--- src/rtl/pi_result_tx.sv ---
// pi_result_tx: sends hash-core results to a Raspberry Pi as byte frames
// over a four-phase req/ack handshake.
// Frame: header (0xA5 found / 0x5A exhausted) followed by the nonce, MSB first.
// Optional feature macro PI_TX_CHECKSUM_EN appends an XOR checksum byte.
module pi_result_tx #(
    parameter int unsigned TIMEOUT_CYCLES = 65535
) (
    input  logic        clk,
    input  logic        rst,
    input  logic        nonce_found,
    input  logic [31:0] nonce,
    input  logic        search_exhausted,
    input  logic        clear_err,
    input  logic        pi_ack,
    output logic [7:0]  tx_data,
    output logic        tx_req,
    output logic        busy,
    output logic        overflow_err,
    output logic        timeout_err
);

`ifdef PI_TX_CHECKSUM_EN
    localparam int FRAME_BYTES = 6;
`else
    localparam int FRAME_BYTES = 5;
`endif
    localparam int          REST_W    = (FRAME_BYTES - 1) * 8;
    localparam logic [15:0] WAIT_LAST = 16'(TIMEOUT_CYCLES - 1);

    typedef enum logic [1:0] {
        IDLE    = 2'd0,
        SEND    = 2'd1,
        RELEASE = 2'd2
    } state_t;

    state_t              state_q, state_d;
    logic                ack_meta_q, ack_s_q;
    logic                hold_valid_q, hold_valid_d;
    logic                hold_found_q, hold_found_d;
    logic [31:0]         hold_nonce_q, hold_nonce_d;
    logic [7:0]          tx_data_q, tx_data_d;
    logic                tx_req_q, tx_req_d;
    logic [REST_W-1:0]   rest_q, rest_d;
    logic [2:0]          bytes_left_q, bytes_left_d;
    logic [15:0]         wait_cnt_q, wait_cnt_d;
    logic                overflow_q, overflow_d;
    logic                timeout_q, timeout_d;

    logic                unload;
    logic                abort;
    logic                overflow_set;
    logic [7:0]          header;
    logic [REST_W-1:0]   rest_load;

    // Frame content derived from the held event: header plus remaining bytes
    always_comb begin
        header = hold_found_q ? 8'hA5 : 8'h5A;
`ifdef PI_TX_CHECKSUM_EN
        rest_load = {hold_nonce_q,
                     header ^ hold_nonce_q[31:24] ^ hold_nonce_q[23:16]
                            ^ hold_nonce_q[15:8]  ^ hold_nonce_q[7:0]};
`else
        rest_load = hold_nonce_q;
`endif
    end

    // Handshake FSM, holding register and sticky error flag next-state logic
    always_comb begin
        state_d      = state_q;
        hold_valid_d = hold_valid_q;
        hold_found_d = hold_found_q;
        hold_nonce_d = hold_nonce_q;
        tx_data_d    = tx_data_q;
        tx_req_d     = tx_req_q;
        rest_d       = rest_q;
        bytes_left_d = bytes_left_q;
        wait_cnt_d   = 16'd0;
        unload       = 1'b0;
        abort        = 1'b0;
        overflow_set = 1'b0;

        case (state_q)
            IDLE: begin
                if (hold_valid_q) begin
                    unload       = 1'b1;
                    tx_data_d    = header;
                    rest_d       = rest_load;
                    bytes_left_d = 3'(FRAME_BYTES - 1);
                    tx_req_d     = 1'b1;
                    state_d      = SEND;
                end
            end
            SEND: begin
                if (ack_s_q) begin
                    tx_req_d = 1'b0;
                    state_d  = RELEASE;
                end else if (wait_cnt_q == WAIT_LAST) begin
                    abort = 1'b1;
                end else begin
                    wait_cnt_d = wait_cnt_q + 16'd1;
                end
            end
            RELEASE: begin
                if (!ack_s_q) begin
                    if (bytes_left_q == 3'd0) begin
                        state_d = IDLE;
                    end else begin
                        tx_data_d    = rest_q[REST_W-1 -: 8];
                        rest_d       = rest_q << 8;
                        bytes_left_d = bytes_left_q - 3'd1;
                        tx_req_d     = 1'b1;
                        state_d      = SEND;
                    end
                end else if (wait_cnt_q == WAIT_LAST) begin
                    abort = 1'b1;
                end else begin
                    wait_cnt_d = wait_cnt_q + 16'd1;
                end
            end
            default: begin
                state_d  = IDLE;
                tx_req_d = 1'b0;
            end
        endcase

        if (abort) begin
            state_d    = IDLE;
            tx_req_d   = 1'b0;
            wait_cnt_d = 16'd0;
        end

        if (nonce_found || search_exhausted) begin
            if (!hold_valid_q || unload) begin
                hold_valid_d = 1'b1;
                hold_found_d = nonce_found;
                hold_nonce_d = nonce_found ? nonce : 32'd0;
            end else begin
                overflow_set = 1'b1;
            end
        end else if (unload) begin
            hold_valid_d = 1'b0;
        end

        if (overflow_set)   overflow_d = 1'b1;
        else if (clear_err) overflow_d = 1'b0;
        else                overflow_d = overflow_q;

        if (abort)          timeout_d = 1'b1;
        else if (clear_err) timeout_d = 1'b0;
        else                timeout_d = timeout_q;
    end

    // State registers; reset drops tx_req immediately and abandons any frame
    always_ff @(posedge clk or negedge rst) begin
        if (!rst) begin
            state_q      <= IDLE;
            ack_meta_q   <= 1'b0;
            ack_s_q      <= 1'b0;
            hold_valid_q <= 1'b0;
            hold_found_q <= 1'b0;
            hold_nonce_q <= 32'd0;
            tx_data_q    <= 8'h00;
            tx_req_q     <= 1'b0;
            rest_q       <= '0;
            bytes_left_q <= 3'd0;
            wait_cnt_q   <= 16'd0;
            overflow_q   <= 1'b0;
            timeout_q    <= 1'b0;
        end else begin
            state_q      <= state_d;
            ack_meta_q   <= pi_ack;
            ack_s_q      <= ack_meta_q;
            hold_valid_q <= hold_valid_d;
            hold_found_q <= hold_found_d;
            hold_nonce_q <= hold_nonce_d;
            tx_data_q    <= tx_data_d;
            tx_req_q     <= tx_req_d;
            rest_q       <= rest_d;
            bytes_left_q <= bytes_left_d;
            wait_cnt_q   <= wait_cnt_d;
            overflow_q   <= overflow_d;
            timeout_q    <= timeout_d;
        end
    end

    assign tx_data      = tx_data_q;
    assign tx_req       = tx_req_q;
    assign busy         = (state_q != IDLE) || hold_valid_q;
    assign overflow_err = overflow_q;
    assign timeout_err  = timeout_q;

endmodule

--- config.mk ---
export PLATFORM = sky130hd
export DESIGN_NAME = pi_result_tx
export DESIGN_NICKNAME = d
export VERILOG_FILES = /design/src/rtl/pi_result_tx.sv
export SDC_FILE = /design/constraint.sdc
export NUM_CORES = 1
export LEC_CHECK = 0
export CAP_MARGIN = 10
export CORE_AREA = 10 10 108 110
export CTS_CLUSTER_SIZE = 12
export DETAILED_ROUTE_END_ITERATION = 12
export DIE_AREA = 0 0 118 120
export PLACE_DENSITY = 0.72
export SLEW_MARGIN = 20
export SYNTH_ARGS = -nofsm -noshare
export SYNTH_HDL_FRONTEND = slang
export SYNTH_SLANG_ARGS = --single-unit
export TNS_END_PERCENT = 5
--- constraint.sdc ---
create_clock -name clk -period 1.7 [get_ports clk]
set_clock_uncertainty 0.15 [all_clocks]
set_input_delay 0.34 -clock clk [delete_from_list [all_inputs] [get_ports clk]]
set_output_delay 0.34 -clock clk [all_outputs]
set_load 0.005 [all_outputs]
* Word level (Yosys, flattened, before mapping)
Index checks and enable logic that the tools add are counted.
** Word-level totals
- Register bits after elaboration :: 100
- Input port bits :: 38
- Output and inout port bits :: 12
- Word-level logic and storage cells :: 87
** Operators by class
- $add $sub $neg :: 2
- Eq/ne operators :: 11
- Muxes and demuxes :: 45
- Reductions and logical operators :: 16
** Operators with widths (count)
- $mux W32 :: 4
- $mux W16 :: 4
- $pmux W32 S2 :: 1
- $mux W8 :: 4
- $pmux W16 S2 :: 1
- $mux W1 :: 19
- $add A16 B1 Y16 const B :: 1
- $eq A16 B16 Y1 const B :: 1
- $pmux W8 S2 :: 1
- $ne A3 B3 Y1 const B :: 4
- $reduce_bool A2 Y1 :: 5
- $mux W3 :: 3
- $mux W2 :: 4
- $reduce_and A4 Y1 :: 2
- $ne A2 B2 Y1 const B :: 3
- $pmux W2 S3 :: 1
- $pmux W3 S2 :: 1
- $reduce_and A2 Y1 :: 2
- $logic_not A3 Y1 :: 1
- $logic_or A1 B1 Y1 :: 3
- $pmux W1 S3 :: 1
- $reduce_and A3 Y1 :: 1
- $sub A3 B1 Y3 const B :: 1
- $eq A2 B1 Y1 const B :: 1
- 5 further kinds :: 5

* Logic depth before layout (Yosys ltp)
Gate-level depths: netlist of run 1.
- Depth in word-level cells :: 6
- Depth in mapped cells :: 8
- Gate-level depth less buffers :: 6

* Worst setup path before layout of run 1
Ideal clock, no wire load.
- Kind :: reg-to-reg
- Start :: register state_q[0]
- End :: register rest_q[28]
- Setup time :: 0.127 ns
- Arrival :: 1.643 ns
- Data required time :: 1.423 ns
- Path slack :: -0.221 ns
- Stages on the path, launching flop included :: 7
- Path buffers :: 2
- Clock period less this slack :: 1.921 ns
- Cells stage by stage :: dfrtp_1 -> inv_1 -> ha_1 -> buf_6 -> buf_6 -> mux2_2 -> mux2_1
** Between the ends
- Longest elaborated chain between the ends :: 3
- Elaborated cells between the ends (all ways) :: 8
- Classes of those cells :: eq/ne: 4; mux: 1; reduce/logical: 3
** RTL lines
- start: declaration :: line 36 : state_t state_q, state_d;
- start signal: assignment :: line 170 : state_q <= state_d;
- $eq A2 B2 Y1 / $logic_not A2 Y1 (equally long branches) :: line 82 : case (state_q)
- $ne A2 B2 Y1 (no source line) / $reduce_bool A2 Y1 (equally long branches)
- $reduce_and A4 Y1 (no source line)
- end signal: assignment :: line 178 : rest_q <= rest_d;
- end: declaration :: line 43 : logic [REST_W-1:0] rest_q, rest_d;
Parallel ways exist; a longest one is shown, timed or not.
A chain may end at the register's enable or synchronous reset.

* Worst setup path after layout of run 1
- Start :: register state_q[1]
- End :: register rest_q[14]
Same word-level chain as after synthesis.

==> impl_metrics.ini, run 1 <==
[setup_path]
timing.critical_path.cells = buf_6 > ha_4 > o211ai_4 > buf_6 > buf_6 > mux2_2
count_of_buffering_cells_on_the_critical_path_with_inverters_included = 3
path_delay_family = buffers and inverters
timing.rr.end = rest_q[14]$_DFFE_PN0P_
cp_max_fo = 6
critical-path-max-stage-delay_ps = 400
critPathMostFrequentCell = sky130_fd_sc_hd__buf_6
r2r_start = state_q[1]$_DFFE_PN0P_
endpoint = rest_q[14]$_DFFE_PN0P_
worst-r2r-cell-count = 6
cp_data_required_time_ps = 1810
arrival_ps = 2030
setup.worst_path.start_class = register
rrSetupSlack_ps = -210
critical_path.endpoint_type = register
crit_cells = 6
critical_path.startpoint = state_q[1]$_DFFE_PN0P_
worstSetupPathType = reg2reg
critical-path-slowest-cell = sky130_fd_sc_hd__dfrtp_1

[synthesis]
synth_enable_flop_cells = 0
netlist_area_um2 = 4533
syn_warnings = 0
syn_avg_cell_area_um2 = 12.95
yosysMostFrequentCell = sky130_fd_sc_hd__dfrtp_1
ys.flop_type = sky130_fd_sc_hd__dfrtp_1
compound_cell_area_share_of_the_yosys_netlist_pct = 9.495
synth-async-reset-ratio_pct = 100.0
synth.lib_cells_used.distinct = 41
synth.net_count = 397
ys_top_cells_by_area = sky130_fd_sc_hd__dfrtp_1 (55%), sky130_fd_sc_hd__mux2_2 (13%), sky130_fd_sc_hd__a22o_1 (6.2%)
yosys-top-cells-count = sky130_fd_sc_hd__dfrtp_1 (100), sky130_fd_sc_hd__mux2_2 (51), sky130_fd_sc_hd__a22o_1 (32)
synthAdderAreaFrac_pct = 2.484
yosys.area.top_type_share_pct = 55.20
yosys.area_share.xor_xnor_pct = 2.705
main_combinational_cell_family_by_area_after_synthesis = multiplexers
synth-simple-area-share_pct = 9.026
seq_area_frac_synth_pct = 55.20
synth_seq_cells = 100
post-synth-top-area-cell = sky130_fd_sc_hd__dfrtp_1
yosys-mux-area-fraction_pct = 16.34
synthCells = 350

[die]
placementRows = 36
floorplan.io_pins = 50
die_width_um = 118
core_region_area_um2 = 9549
die_area_um2 = 14160
fp.dieH_um = 120
start_util_pct = 47.47

[clock_network]
cts.htree.levels = 3
cts_tree = yes
cts_root_buffer = sky130_fd_sc_hd__clkbuf_8
clock_pin_slew_on_the_worst_setup_and_hold_paths_ps = 90
clk_latency_ps = 370
ctsLongestPathBuffers = 2
numCtsBuffers = 9
tritoncts_num_sinks = 100

[route]
drtPass1Iterations = 4
vias_cell = 5.074
drt_wl_total_um = 9361
drtIter0Drc = 138
antenna_violating_nets_post_route = 0
drc = 0
routed_wire_length_per_instance_um = 16.11
routed-via-count = 2948

[timing]
worst_pin_slew_ps = 324.8
final.period_utilization_pct = 112.6
final_hold_viol_count = 0
totalNegativeSetupSlack_ps = -6721
setup_viol = 45
slew_headroom_pct = 78.15
layout_setup_ws_ps = -214.4
min_period_ps = 1914
timing.final.max_slew_violations = 0
setup_repair_after_global_routing_missed_its_margin = yes
fmax_mhz = 522.4

[power_and_ir_drop]
vdd.ir_drop.worst_uv = 690.5
leakage_nw = 2.841
power.density_nw_per_um2 = 1848
power.total_mw = 11.31

[cells_and_area]
final_cells = 581
antennaDiodeCount = 0
fin_util_pct = 64.09
stdcell_area_um2 = 6120
nFillCells = 724
finalNetCount = 490
synthToLayoutAreaGrowth_pct = 35.00
drive_gt1_share_pct = 35.71

[place]
detailed_place_hpwl_um = 5999
port-buffer-count = 49
place_inst = 545
globalplace.congestion = 0.7583
postPlaceCellArea_um2 = 5429

[global_route]
pin_count_of_the_biggest_net_entering_global_routing = 38
via_count_of_the_first_global_routing_pass = 3190
grt_pass1_wl_um = 15010
grt_antenna_before_repair = 0
globalRouteMet1Util_pct = 15.30
global_route_met2_utilization_pct = 21.59
globalRouteMet3Util_pct = 3.657
top_usage_layer = met2
total_global_routing_overflow = 0
groute.usage.overall_pct = 12.85

[min_path]
min-delay-path-class = in2async

[run]
max_cap_violations = 0

[outcome]
run_status = finished with violations
failed_checks = setup timing
worst register-to-register path, stage by stage, from the launching register on:
cell and delay [ps]:
sky130_fd_sc_hd__dfrtp_1 400, sky130_fd_sc_hd__buf_6 130, sky130_fd_sc_hd__ha_4 190, sky130_fd_sc_hd__o211ai_4 300, sky130_fd_sc_hd__buf_6 170, sky130_fd_sc_hd__buf_6 130
sky130_fd_sc_hd__mux2_2 330
how the worst min path moves through the flow:
| stage | endpoint | slack (ps) | cells after the start |
|---|---|---|---|
| after floorplan | ack_meta_q$_DFF_PN0_ | -110 | 0 |
| after global placement | wait_cnt_q[3]$_DFF_PN0_ | 40 | 1 |
| after detailed placement | wait_cnt_q[2]$_DFF_PN0_ | 40 | 1 |
| after CTS | wait_cnt_q[14]$_DFF_PN0_ | 180 | 2 |
| after global routing | wait_cnt_q[12]$_DFF_PN0_ | 200 | 2 |
| final | wait_cnt_q[14]$_DFF_PN0_ | 190 | 2 |
registers in the layout (all words and copies together), names as in the netlist:
register      cells
ack_meta_q        1
ack_s_q           1
bytes_left_q      3
hold_found_q      1
hold_nonce_q     32
hold_valid_q      1
overflow_err      1
rest_q           32
state_q           2
timeout_err       1
tx_data           8
tx_req            1
wait_cnt_q       16
cells by family (layout without fill, tap and decap cells):
kind of cell,Yosys count,after routing
xor gates and xnor gates,14,14
and+or+nand+nor,78,78
buffers and inverters,33,131
AOI/OAI and AO/OA,50,50
muxes,66,66
adders and majority gates,9,9
DFF,100,100
layout make-up:
cell class              instances  area (um2)  share of cell area [%]
well taps                     133       166.4                   2.719
flip-flops and latches        100        2504                   40.91
inverters                      14       55.05                  0.8996
repair buffers                101        1105                   18.05
clock buffers                  12       145.1                   2.372
clock inverters                 4       55.05                  0.8996
multi-input cells             217        2090                   34.14
routing by layer:
layer	part of all wire, %	wire length, um	up-vias
met3	2.9	273	10
met1	47	4363	1484
met5	0	0	-
met4	1.7	163	0
met2	49	4561	40
li1	-	-	1414
where the power goes:
group / internal, mW / leakage, nW / total (mW) / switching [mW]
sequential: 3.31 / 1.28 / 3.87 / 0.554
clock: 0.733 / 0.0976 / 1.55 / 0.821
combinational: 3.70 / 1.46 / 5.89 / 2.19
total: 7.74 / 2.84 / 11.3 / 3.56
repair_timing:
action | in CTS | in global routing
gates resized for setup | 28 | 56
endpoints found under the setup margin | 103 | 97
buffers inserted | 6 | 9
gates cloned | 0 | 4
pin swaps | 3 | 3
hold endpoints to repair | 100 | 0
hold buffers | 1 | 0
stage by stage:
step | setup slack [ps] | hold slack (ps)
floorplan | -103.2 | -105.6
global placement | -168.0 | 41.82
detailed placement | -266.6 | 43.81
CTS | -172.7 | 176.0
global route | -263.8 | 199.1
finish | -214.4 | 186.7
layout by cell type (no fill, tap or decap), types with 11 or more instances in the layout:
| master | count |
|---|---|
| sky130_fd_sc_hd__nand2_1 | 13 |
| sky130_fd_sc_hd__xnor2_1 | 13 |
| sky130_fd_sc_hd__mux2_2 | 18 |
| sky130_fd_sc_hd__buf_4 | 30 |
| sky130_fd_sc_hd__dfrtp_1 | 99 |
| sky130_fd_sc_hd__a22o_1 | 32 |
| sky130_fd_sc_hd__dlygate4sd2_1 | 11 |
| sky130_fd_sc_hd__mux2_4 | 42 |
| sky130_fd_sc_hd__clkdlybuf4s50_1 | 36 |
| sky130_fd_sc_hd__buf_12 | 11 |
| sky130_fd_sc_hd__nor2_1 | 17 |
Note: power is estimated with default switching activity, not from simulation.
==> run 2: changes to the inputs <==
--- a/config.mk
+++ b/config.mk
@@ -10,9 +10,10 @@
 export CTS_CLUSTER_SIZE = 12
 export DETAILED_ROUTE_END_ITERATION = 12
 export DIE_AREA = 0 0 118 120
+export HOLD_SLACK_MARGIN = 0.06
 export PLACE_DENSITY = 0.72
 export SLEW_MARGIN = 20
 export SYNTH_ARGS = -nofsm -noshare
 export SYNTH_HDL_FRONTEND = slang
 export SYNTH_SLANG_ARGS = --single-unit
-export TNS_END_PERCENT = 5
+export TNS_END_PERCENT = 50
==> run 2 against run 1 <==
The flow still finishes with violations (setup timing). Maximum frequency grew 0.11%. Cell area shrank 0.12%. Count of clock-buffer cells in the layout shrank 2. Routed wire length grew 2.5%. Cell count grew 0.17%. Clock power is essentially flat. Power grew 2.4%. Global-route usage grew 0.78 points. Core utilization shrank 0.079 points.
==> impl_metrics.ini, run 2 (synthesis results as in run 1) <==
[timing]
setup_repair_after_global_routing_missed_its_margin = yes
final_hold_viol_count = 0
min_period_ps = 1912
timing.final.max_slew_violations = 0
fmax_mhz = 523.0
setup_viol = 45
worst_hold_slack_ps = 216.4
slew_headroom_pct = 75.00
layout_setup_ws_ps = -212.2
totalNegativeSetupSlack_ps = -7486
worst_pin_slew_ps = 375.0
final.period_utilization_pct = 112.5

[global_route]
grt_pass1_wl_um = 16010
globalRouteMet1Util_pct = 17.65
global_route_met2_utilization_pct = 22.01
total_global_routing_overflow = 0
groute.usage.overall_pct = 13.62
via_count_of_the_first_global_routing_pass = 3199
globalRouteMet3Util_pct = 2.579
pin_count_of_the_biggest_net_entering_global_routing = 34
grt_antenna_before_repair = 0
top_usage_layer = met2

[min_path]
worstHoldStart = ack_meta_q$_DFF_PN0_
worstHoldEndpoint = ack_s_q$_DFF_PN0_
holdPathStages = 0
min-delay-path-class = reg2reg

[cells_and_area]
synthToLayoutAreaGrowth_pct = 34.83
drive_gt1_share_pct = 36.75
largest_registers = hold_nonce_q (32), rest_q (32), wait_cnt_q (16)
antennaDiodeCount = 0
fin_util_pct = 64.01
final_common_cell = sky130_fd_sc_hd__dfrtp_1
finalNetCount = 491
final_cells = 582
most-common-layout-cells = sky130_fd_sc_hd__dfrtp_1 (100), sky130_fd_sc_hd__mux2_4 (46), sky130_fd_sc_hd__clkdlybuf4s50_1 (36)

[die]
floorplan.io_pins = 50
placementRows = 36
core_region_area_um2 = 9549
fp.dieH_um = 120
die_area_um2 = 14160
start_util_pct = 47.47
die_width_um = 118

[clock_network]
clock_pin_slew_on_the_worst_setup_and_hold_paths_ps = 100
clk_latency_ps = 370
ctsLongestPathBuffers = 2
cts.htree.levels = 3
cts_root_buffer = sky130_fd_sc_hd__clkbuf_8
cts_tree = yes
tritoncts_num_sinks = 100
numCtsBuffers = 9

[setup_path]
critical_path.endpoint_type = register
worst-r2r-cell-count = 8
setup.worst_path.start_class = register
r2r_start = bytes_left_q[1]$_DFFE_PN0P_
timing.rr.end = rest_q[22]$_DFFE_PN0P_
arrival_ps = 2020
rrSetupSlack_ps = -210
worstSetupPathType = reg2reg
cp_data_required_time_ps = 1810
cp_max_fo = 7

[place]
place_inst = 547
globalplace.congestion = 0.7399
detailed_place_hpwl_um = 5986
port-buffer-count = 49

[route]
drtIter0Drc = 80
drt_wl_total_um = 9596
routed-via-count = 2928
antenna_violating_nets_post_route = 0
vias_cell = 5.031
routed_wire_length_per_instance_um = 16.49
drtPass1Iterations = 4
drc = 0

[run]
max_cap_violations = 0

[power_and_ir_drop]
vdd.ir_drop.worst_uv = 661.5
leakage_nw = 2.847
power.total_mw = 11.58
power.density_nw_per_um2 = 1894

[outcome]
failed_checks = setup timing
run_status = finished with violations
[run 2: changes by cell type in the layout (fill, tap and decap cells not counted), sizes merged]
cell | before | now
buf | 49 | 52
clkbuf | 15 | 12
clkdlybuf4s15 | 1 | 0
clkinv | 0 | 2
[run 2: per-stage QoR]
step                instance area (um2)  setup slack, ps
global route                       6112           -253.2
global placement                   5466           -143.2
CTS                                6046           -216.6
detailed placement                 5466           -176.7
finish                             6112           -212.2
floorplan                          4616           -103.2
[run 2: layer usage]
layer / vias up / routed length (um) / share of wire [%]
met2: 46 / 4617 / 48
met4: 0 / 155 / 1.6
met1: 1451 / 4518 / 47
li1: 1419 / - / -
met3: 12 / 304 / 3.2
met5: - / 0 / 0
[run 2: worst max-delay path by stage]
stage,endpoint,from,cells past startpoint
2_1_floorplan,rest_q[8]$_DFFE_PN0P_,state_q[0]$_DFFE_PN0P_,6
3_3_place_gp,tx_req$_DFFE_PN0P_,state_q[1]$_DFFE_PN0P_,6
3_5_place_dp,rest_q[28]$_DFFE_PN0P_,bytes_left_q[0]$_DFFE_PN0P_,7
4_1_cts,busy,state_q[0]$_DFFE_PN0P_,4
5_1_grt,rest_q[1]$_DFFE_PN0P_,bytes_left_q[1]$_DFFE_PN0P_,8
6_report,rest_q[22]$_DFFE_PN0P_,bytes_left_q[1]$_DFFE_PN0P_,8
[run 2: layout make-up]
cell class	instances	area (um2)
clock inverter	6	71.32
fill	746	3437
inverter	14	52.55
tap	133	166.4
multi-input combinational	217	2127
sequential	100	2502
clock buffer	10	127.6
timing repair buffer	102	1065
[run 2: what timing repair did]
item,4_1_cts,5_1_grt
hold buffers,1,0
setup endpoints to repair,103,97
gates cloned,2,1
setup buffers,17,3
hold endpoints to repair,25,0
pin swaps,2,24
resized for setup,64,27
[run 2: critical path, stage by stage, from the launching register on]
cell and delay [ps]:
sky130_fd_sc_hd__dfrtp_1 380, sky130_fd_sc_hd__inv_2 60, sky130_fd_sc_hd__ha_4 160, sky130_fd_sc_hd__nor2b_4 130
sky130_fd_sc_hd__o21ai_4 170, sky130_fd_sc_hd__o211ai_4 120, sky130_fd_sc_hd__buf_12 170, sky130_fd_sc_hd__clkbuf_16 170
sky130_fd_sc_hd__mux2_4 290
[run 2: where the power goes]
part / switching (mW) / total [mW] / internal [mW]
registers: 0.535 / 3.84 / 3.31
clock network: 0.855 / 1.55 / 0.697
logic: 2.32 / 6.18 / 3.86
